--- src/rtl/alu_share_arbiter.sv ---
// alu_share_arbiter: round-robin front end for a single shared ALU.
// Two requesters hand over operations through valid/ready. The winner's
// operands are registered onto the ALU inputs, and one cycle later the ALU
// result is captured into a response register. The response is then tagged
// for the requester that issued the operation.
module alu_share_arbiter #(
    parameter int W = 32
) (
    input  logic         clk,
    input  logic         rst,
    input  logic         stall,
    input  logic         req0_valid,
    input  logic         req1_valid,
    output logic         req0_ready,
    output logic         req1_ready,
    input  logic [W-1:0] req0_a,
    input  logic [W-1:0] req0_b,
    input  logic [W-1:0] req1_a,
    input  logic [W-1:0] req1_b,
    input  logic [2:0]   req0_ctrl,
    input  logic [2:0]   req1_ctrl,
    output logic [W-1:0] alu_a,
    output logic [W-1:0] alu_b,
    output logic [2:0]   alu_ctrl,
    input  logic [W-1:0] alu_res,
    input  logic         alu_zero,
    output logic         rsp0_valid,
    output logic         rsp1_valid,
    output logic [W-1:0] rsp_res,
    output logic         rsp_zero,
    output logic         rsp_err
);

    // Requester-indexed views of the request ports so that per-requester
    // logic can be generated once.
    logic [1:0]   req_valid;
    logic [1:0]   grant;
    logic [1:0]   ready;
    logic [1:0]   rsp_valid_reg;

    // Issue stage (ALU input) registers.
    logic         last_grant_reg;
    logic         iss_valid_reg;
    logic         iss_id_reg;
    logic         iss_err_reg;
    logic [W-1:0] alu_a_reg;
    logic [W-1:0] alu_b_reg;
    logic [2:0]   alu_ctrl_reg;

    // Response stage registers.
    logic [W-1:0] rsp_res_reg;
    logic         rsp_zero_reg;
    logic         rsp_err_reg;

    // Selected request.
    logic         accept;
    logic         accept_id;
    logic [W-1:0] sel_a;
    logic [W-1:0] sel_b;
    logic [2:0]   sel_ctrl;
    logic         sel_illegal;

    assign req_valid = {req1_valid, req0_valid};

    // A requester wins if it is the only one asking, or if both ask and it
    // was not the previous winner. Ready is also held low during reset.
    generate
        for (genvar gi = 0; gi < 2; gi++) begin : g_req
            assign grant[gi] = req_valid[gi] &&
                               (!req_valid[1-gi] || (last_grant_reg == 1'(1 - gi)));
            assign ready[gi] = grant[gi] && !stall && !rst;
        end
    endgenerate

    assign req0_ready = ready[0];
    assign req1_ready = ready[1];

    assign accept      = |ready;
    assign accept_id   = ready[1];
    assign sel_a       = accept_id ? req1_a    : req0_a;
    assign sel_b       = accept_id ? req1_b    : req0_b;
    assign sel_ctrl    = accept_id ? req1_ctrl : req0_ctrl;
    assign sel_illegal = (sel_ctrl == 3'b011) || (sel_ctrl == 3'b100) ||
                         (sel_ctrl == 3'b101);

    // Issue register: latch the accepted op. The ALU inputs hold on idle
    // cycles so that the ALU operands do not toggle.
    always_ff @(posedge clk) begin
        if (rst) begin
            last_grant_reg <= 1'b1;
            iss_valid_reg  <= 1'b0;
            iss_id_reg     <= 1'b0;
            iss_err_reg    <= 1'b0;
            alu_a_reg      <= '0;
            alu_b_reg      <= '0;
            alu_ctrl_reg   <= 3'b010;
        end else if (accept) begin
            last_grant_reg <= accept_id;
            iss_valid_reg  <= 1'b1;
            iss_id_reg     <= accept_id;
            iss_err_reg    <= sel_illegal;
            alu_a_reg      <= sel_a;
            alu_b_reg      <= sel_b;
            alu_ctrl_reg   <= sel_ctrl;
        end else begin
            iss_valid_reg  <= 1'b0;
        end
    end

    // Response register: capture the ALU output of the issued op and hold it
    // when nothing was issued.
    always_ff @(posedge clk) begin
        if (rst) begin
            rsp_res_reg  <= '0;
            rsp_zero_reg <= 1'b0;
            rsp_err_reg  <= 1'b0;
        end else if (iss_valid_reg) begin
            rsp_res_reg  <= alu_res;
            rsp_zero_reg <= alu_zero;
            rsp_err_reg  <= iss_err_reg;
        end
    end

    // One-cycle response pulse, routed to the requester that issued the op.
    generate
        for (genvar gi = 0; gi < 2; gi++) begin : g_rsp
            always_ff @(posedge clk) begin
                if (rst) begin
                    rsp_valid_reg[gi] <= 1'b0;
                end else begin
                    rsp_valid_reg[gi] <= iss_valid_reg && (iss_id_reg == 1'(gi));
                end
            end
        end
    endgenerate

    assign alu_a      = alu_a_reg;
    assign alu_b      = alu_b_reg;
    assign alu_ctrl   = alu_ctrl_reg;
    assign rsp0_valid = rsp_valid_reg[0];
    assign rsp1_valid = rsp_valid_reg[1];
    assign rsp_res    = rsp_res_reg;
    assign rsp_zero   = rsp_zero_reg;
    assign rsp_err    = rsp_err_reg;

endmodule

--- config.mk ---
export PLATFORM = sky130hd
export DESIGN_NAME = alu_share_arbiter
export DESIGN_NICKNAME = d
export VERILOG_FILES = /design/src/rtl/alu_share_arbiter.sv
export SDC_FILE = /design/constraint.sdc
export NUM_CORES = 1
export LEC_CHECK = 0
export ABC_AREA = 1
export BUFFER_PORTS_ARGS = -buffer_cell sky130_fd_sc_hd__buf_2
export CAP_MARGIN = 40
export CORE_AREA = 3 3 106 108
export DETAILED_ROUTE_END_ITERATION = 10
export DIE_AREA = 0 0 109 111
export PLACE_DENSITY = 0.9
export RECOVER_POWER = 25
export REMOVE_ABC_BUFFERS = 1
export SLEW_MARGIN = 20
export SYNTH_ARGS = -nofsm -noshare
export SYNTH_HDL_FRONTEND = slang
export SYNTH_SLANG_ARGS = --single-unit
--- constraint.sdc ---
create_clock -name clk -period 2.3 [get_ports clk]
set_clock_uncertainty 0.05 [all_clocks]
set_input_delay 0.115 -clock clk [delete_from_list [all_inputs] [get_ports clk]]
set_output_delay 0.115 -clock clk [all_outputs]
set_load 0.05 [all_outputs]
==> results of run 1 <==
==> stage by stage <==
step                hold WS, ps  setup TNS, ps  setup WS [ps]  cells  power (mW)
global placement            284              0            650    995        3.26
global route               53.8              0           20.5   1044        4.43
finish                     31.8              0            133   1044        4.23
detailed placement          293              0            594    995        3.27
floorplan                   134         -23150           -372    574        2.88
CTS                        16.9              0           55.3   1043        4.27
==> tightest hold or removal path, delay by kind of cell <==
| kind | cells | cell delay [ps] |
|---|---|---|
| buffers and inverters | 2 | 120 |
| AND/OR/NAND/NOR | 2 | 90 |
| AO/OA/AOI/OAI | 1 | 70 |
==> cell families after synthesis <==
logic type,after synthesis
flip-flops,107
AO/OA/AOI/OAI,105
buffers and inverters,120
AND/OR/NAND/NOR,287
==> path summary, 6_finish.rpt <==
check	to	startpoint	slack (ps)	cells after the start
max	req1_ready	rst	130	7
min	alu_a[2]	req1_a[2]	30	5
max reg2reg	rsp_res[3]	iss_valid_reg	380	4
min reg2reg	rsp0_valid	iss_id_reg	380	1
==> layout make-up <==
cell class / count / area [µm²] / share of cell area, %
Clock inverter: 4 / 20.0 / 0.313
Inverter: 75 / 283 / 4.42
Sequential cell: 107 / 2140 / 33.5
Multi-Input combinational cell: 392 / 1890 / 29.5
Tap cell: 136 / 170 / 2.66
Antenna cell: 1 / 2.50 / 0.0391
Timing Repair Buffer: 319 / 1760 / 27.5
Clock buffer: 10 / 128 / 2.00
==> routing by layer <==
| layer | vias to the layer above | share of wire [%] |
|---|---|---|
| met5 | - | 0 |
| met4 | 0 | 3.3 |
| met3 | 38 | 11 |
| met2 | 254 | 48 |
| met1 | 2306 | 38 |
| li1 | 2572 | - |
==> synth_stat cells <==
| master | instances |
|---|---|
| o21ai_0 | 35 |
| a21oi_1 | 3 |
| buf_6 | 6 |
| o211ai_1 | 65 |
| and2_1 | 1 |
| buf_2 | 12 |
| inv_1 | 71 |
| nor3_1 | 2 |
| buf_1 | 1 |
| dfxtp_1 | 107 |
| clkbuf_1 | 22 |
| nand4_1 | 3 |
| nand3_1 | 67 |
| nand2_2 | 1 |
| nand2_1 | 143 |
| nor2_4 | 1 |
| clkinv_1 | 1 |
| buf_4 | 4 |
| nand3_2 | 1 |
| o21a_1 | 1 |
| nor2_1 | 68 |
| o31ai_1 | 1 |
| inv_2 | 3 |
==> timing repair <==
item                                    in CTS  in global routing
endpoints found under the hold margin       37                  0
setup buffers                                0                  0
gates resized for setup                      0                  1
hold buffers                                34                  0
endpoints found under the setup margin       0                  1
==> power breakdown <==
group | internal [mW] | switching, mW
logic | 0.349 | 0.850
registers | 2.00 | 0.0751
clock network | 0.376 | 0.587
==> cell usage in the layout (no fill, tap or decap), types with 2 or more instances in the layout <==
cell type      count
buf_2            225
nand2_1          143
dfxtp_1          107
inv_1             70
nor2_1            68
nand3_1           67
o211ai_1          65
clkbuf_1          53
o21ai_0           35
dlygate4sd3_1     34
clkbuf_8           9
clkinv_2           5
buf_4              5
a21oi_1            3
inv_2              3
nand4_1            3
buf_12             3
nor3_1             2
==> out/metrics.json, run 1 <==
{
  "antenna_violating_nets_post_route": 0,
  "yosysUniqueCellTypes": 23,
  "post_synth_instance_area_um2": 4550,
  "placement_rows": 37,
  "pwr_density_cell_nw_per_um2": 662,
  "htreeDepth": 3,
  "signal_arrival_time_at_the_worst_endpoint_ps": 2000,
  "wirelength_mm": 14.7,
  "fin_nets": 1076,
  "min_period_over_period_pct": 94.2,
  "yosys.area.top_type": "dfxtp_1",
  "root_buffer": "clkbuf_8",
  "critPathTopFamily": "buffers and inverters",
  "worstSetupPathType": "in2out",
  "timing.max_slew.rel_slack_pct": -1.51,
  "outcome": "finished, violations left",
  "drive_gt1_share_pct": 27.9,
  "design.die.area_um2": 12100,
  "violated_checks": "max-capacitance violations, max-slew violations",
  "cts_made_buffers": 9,
  "number_of_optimization_iterations_in_the_first_detailed_route_pass": 5,
  "timing.critical_path.fanout_max": 52,
  "grt.met3_usage_pct": 7.28,
  "globalRoute.totalOverflow": 0,
  "nFillCells": 885,
  "synth-seq-cells": 107,
  "grt.busiest_layer": "met2",
  "globalplace.congestion": 0.828,
  "yosysSeqAreaShare_pct": 47.1,
  "core_area_um2": 10300,
  "p_leak_nw": 3.45,
  "post_drt_wl_per_cell_um": 14.1,
  "grt.total_usage_pct": 22.9,
  "finalCoreUtilization_pct": 61.9,
  "cp.required_ps": 2130,
  "worst_setup_ep_type": "output port",
  "area_growth_syn_to_layout_pct": 40.5,
  "timing.critical_path.cells": "dlygate4sd3_1, buf_2, nor2_4, nand3_2, clkinv_2, buf_12, buf_2",
  "ys_top_cells_by_area": "dfxtp_1 47%, nand2_1 12%, o211ai_1 11%",
  "rsz0062_at_grt": "false",
  "crit_top_cell": "buf_2",
  "maximum_ir_drop_on_the_vdd_rail_mv": 0.339,
  "yosys-mux-area-fraction_pct": 0,
  "hp-class": "in2reg",
  "grt_pass1_wl_mm": 22.7,
  "post_synthesis_area_per_instance_um2": 7.35,
  "placed_area_um2": 5970,
  "num_ports": 277,
  "cts.clk_slew.worst_paths_ps": 100,
  "report.final.setup_viol": 0,
  "worst_slew_pin_slew_ps": 1520,
  "chipWidth_um": 109,
  "crit_path_top_delay_cell": "dlygate4sd3_1",
  "synth_xor_xnor_area_share_pct": 0,
  "dr_total_vias": 5170,
  "initial_utilization_pct": 44.1,
  "max-clock-path-buffers": 2,
  "netlist.area_leader.share_pct": 47.1,
  "synth_compound_area_share_pct": 15.2,
  "synth_fa_ha_area_share_pct": 0,
  "grt_antenna_before_repair": 1,
  "clock_latency_on_the_worst_skew_pair_ps": 350,
  "post_synthesis_cells": 619,
  "clock_sinks": 107,
  "io_buffers": 276,
  "dp_hpwl_mm": 9.86,
  "cpPeakStageDelay_ps": 540,
  "avgViaCountPerCell": 4.95,
  "global_route_met2_utilization_pct": 38.9,
  "die_height_um": 111,
  "timing.final.crit_period_ps": 2170,
  "groute.layer.met1.usage_pct": 25.6,
  "grt_start_max_net_pins": 102,
  "ys.warnings.count": 0,
  "count_of_buffer_and_inverter_cells_on_the_critical_path": 5,
  "drt_iter0_drc": 372,
  "tritoncts": "done",
  "finish.instance_area_um2": 6390,
  "synth_top_family_by_area": "simple AND/OR/NAND/NOR gates",
  "first_global_vias": 4864,
  "cap_violations": 1,
  "cp-start-kind": "primary input",
  "finalHoldViolCount": 0,
  "final-max-slew-violation-count": 37,
  "timing.fmax_mhz": 461,
  "post_synth_and_or_nand_nor_area_fraction_pct": 26.1,
  "post-route-drc-count": 0
}
(Power assumes the default switching activity.)
==> inputs of run 2 (changes only) <==
==> constraint.sdc (replaced) <==
create_clock -name clk -period 2.3 [get_ports clk]
set_clock_uncertainty 0.05 [all_clocks]
set_input_delay 0.23 -clock clk [delete_from_list [all_inputs] [get_ports clk]]
set_output_delay 0.23 -clock clk [all_outputs]
set_load 0.05 [all_outputs]
==> run 2 against run 1 <==
Net effect:
- the run now ends clean
- first-iteration DRC count decreased by 20%
- design area is 3.6% lower
- clock-buffer cell count unchanged
- clock power increased by 29%
- global-route usage is 1.4 points lower
- register-to-register slack improved by 40 ps
- largest power group unchanged
==> out/metrics.json, run 2 (synthesis results as in run 1) <==
{
  "outcome": "finished, final reports clean",
  "timing.final.crit_period_ps": 1940,
  "numPlacedInstances": 996,
  "cts.clk_slew.worst_paths_ps": 100,
  "wirelength_mm": 13.6,
  "grt_antenna_before_repair": 0,
  "area_growth_syn_to_layout_pct": 35.4,
  "worst_setup_ep_type": "register",
  "tritoncts": "done",
  "finalHoldViolCount": 0,
  "tns_ps": 0,
  "placement_rows": 37,
  "report.final.setup_viol": 0,
  "min_period_over_period_pct": 84.5,
  "p_leak_nw": 3.48,
  "dr_total_vias": 4961,
  "crit_start": "rst",
  "netSwitchingPower_mw": 1.51,
  "count_of_buffer_and_inverter_cells_on_the_critical_path": 3,
  "design.die.area_um2": 12100,
  "clock_power_share_pct": 27.8,
  "placed_area_um2": 5980,
  "fin_hold_ws_ps": 36.6,
  "initial_utilization_pct": 44.1,
  "grt.met3_usage_pct": 7.86,
  "cap_violations": 0,
  "cp.required_ps": 2500,
  "cts_hold_buffers": 0,
  "antenna-diode-count": 0,
  "cpPeakStageDelay_ps": 810,
  "signal_arrival_time_at_the_worst_endpoint_ps": 2140,
  "number_of_optimization_iterations_in_the_first_detailed_route_pass": 4,
  "clock_latency_on_the_worst_skew_pair_ps": 350,
  "worstReg2RegEnd": "iss_err_reg",
  "drive_gt1_share_pct": 33.3,
  "drt_iter0_drc": 298,
  "worst_setup_path_endpoint": "alu_a[5]",
  "r2r_setup_slack_ps": 420,
  "max-clock-path-buffers": 2,
  "final-max-slew-violation-count": 0,
  "avgViaCountPerCell": 4.91,
  "switching_share_pct": 33.8,
  "worst_slew_pin_slew_ps": 1170,
  "globalplace.congestion": 0.813,
  "timing.critical_path.cells": "buf_2, nor2_4, nand2_1, nand2_1, buf_4, nand3_1, o211ai_1, inv_1",
  "dp_hpwl_mm": 9.99,
  "globalRoute.totalOverflow": 0,
  "timing.critical_path.fanout_max": 28,
  "post_cts_resized": 0,
  "core_area_um2": 10300,
  "fin_nets": 1043,
  "grt.busiest_layer": "met2",
  "root_buffer": "clkbuf_8",
  "power_frac_seq_pct": 46.2,
  "antenna_violating_nets_post_route": 0,
  "io_buffers": 276,
  "report.power.total_mw": 4.47,
  "post-route-drc-count": 0,
  "most_frequent_cells_in_the_layout": "262 x buf_2, 144 x nand2_1, 107 x dfxtp_1",
  "finish.instance_area_um2": 6160,
  "num_ports": 277,
  "combinationalPowerShare_pct": 25.9,
  "htreeDepth": 3,
  "grt.total_usage_pct": 21.5,
  "worstSetupPathType": "in2reg",
  "mostFrequentLayoutCell": "buf_2",
  "hp-class": "in2reg",
  "cp-start-kind": "primary input",
  "maximum_ir_drop_on_the_vdd_rail_mv": 0.398,
  "timing.max_slew.rel_slack_pct": 22.1,
  "crit_path_top_delay_cell": "nand2_1",
  "crit_top_cell": "nand2_1",
  "groute.layer.met1.usage_pct": 23.3,
  "critical_path_depth": 8,
  "intPower_mw": 2.96,
  "rsz0062_at_grt": "false",
  "grt_start_max_net_pins": 102,
  "critPathTopFamily": "simple AND/OR/NAND/NOR gates",
  "r2r_start": "last_grant_reg",
  "nFillCells": 959,
  "final-instance-count-excl-fill": 1010,
  "clock_sinks": 107,
  "first_global_vias": 4801,
  "grt_pass1_wl_mm": 21.3,
  "die_height_um": 111,
  "global_route_met2_utilization_pct": 39.4,
  "cts_made_buffers": 9,
  "post-cts-setup-buffers": 0,
  "pwr_density_cell_nw_per_um2": 725,
  "timing.fmax_mhz": 514,
  "post_drt_wl_per_cell_um": 13.4,
  "chipWidth_um": 109,
  "reg2reg_depth": 10
}
-- run 2: cell types whose count changed in the layout (fill, tap and decap cells not counted), moves of 2 or more --
cell | before | now
clkinv_2 | 5 | 0
buf_2 | 225 | 262
clkbuf_1 | 53 | 15
bufinv_16 | 0 | 2
dlygate4sd3_1 | 34 | 0
-- run 2: final cells by class --
class / count / area, µm² / share of cell area [%]
flip-flops and latches: 107 / 2140 / 34.8
well taps: 136 / 170 / 2.76
multi-input cells: 392 / 1880 / 30.5
clock inverters: 4 / 76.3 / 1.24
inverters: 75 / 282 / 4.57
repair buffers: 286 / 1470 / 23.9
clock buffers: 10 / 138 / 2.23
-- run 2: how the worst min path moves through the flow --
stage | slack [ps] | cells after the start | end | from
floorplan | 250 | 1 | alu_ctrl[2] | rst
global placement | 360 | 1 | rsp0_valid | iss_id_reg
detailed placement | 360 | 1 | rsp0_valid | iss_id_reg
CTS | 20 | 3 | rsp_res[16] | alu_res[16]
global route | 20 | 3 | rsp_res[28] | alu_res[28]
finish | 40 | 3 | rsp_res[16] | alu_res[16]
-- run 2: layer usage --
layer	share of wire, %	vias to the layer above
li1	-	2504
met1	40	2241
met2	49	202
met3	10	14
met4	0.97	0
met5	0	-
-- run 2: tightest hold or removal path, delay by kind of cell --
kind                   cells  cell delay [ps]
and+or+nand+nor            2              110
buffers and inverters      1               70
-- run 2: power groups by stage --
stage	clock, mW	sequential [mW]	combinational, mW
after floorplan	0	2.59	0.291
after global placement	0	2.10	1.16
after detailed placement	0	2.10	1.17
after CTS	1.28	2.06	1.17
after global routing	1.35	2.08	1.25
final	1.24	2.06	1.16
-- run 2: per-stage QoR --
step	setup WS (ps)	util [%]
after floorplan	-372	-
after global placement	433	57.9
after detailed placement	403	57.9
after CTS	376	60.0
after global routing	169	59.7
final	356	59.7
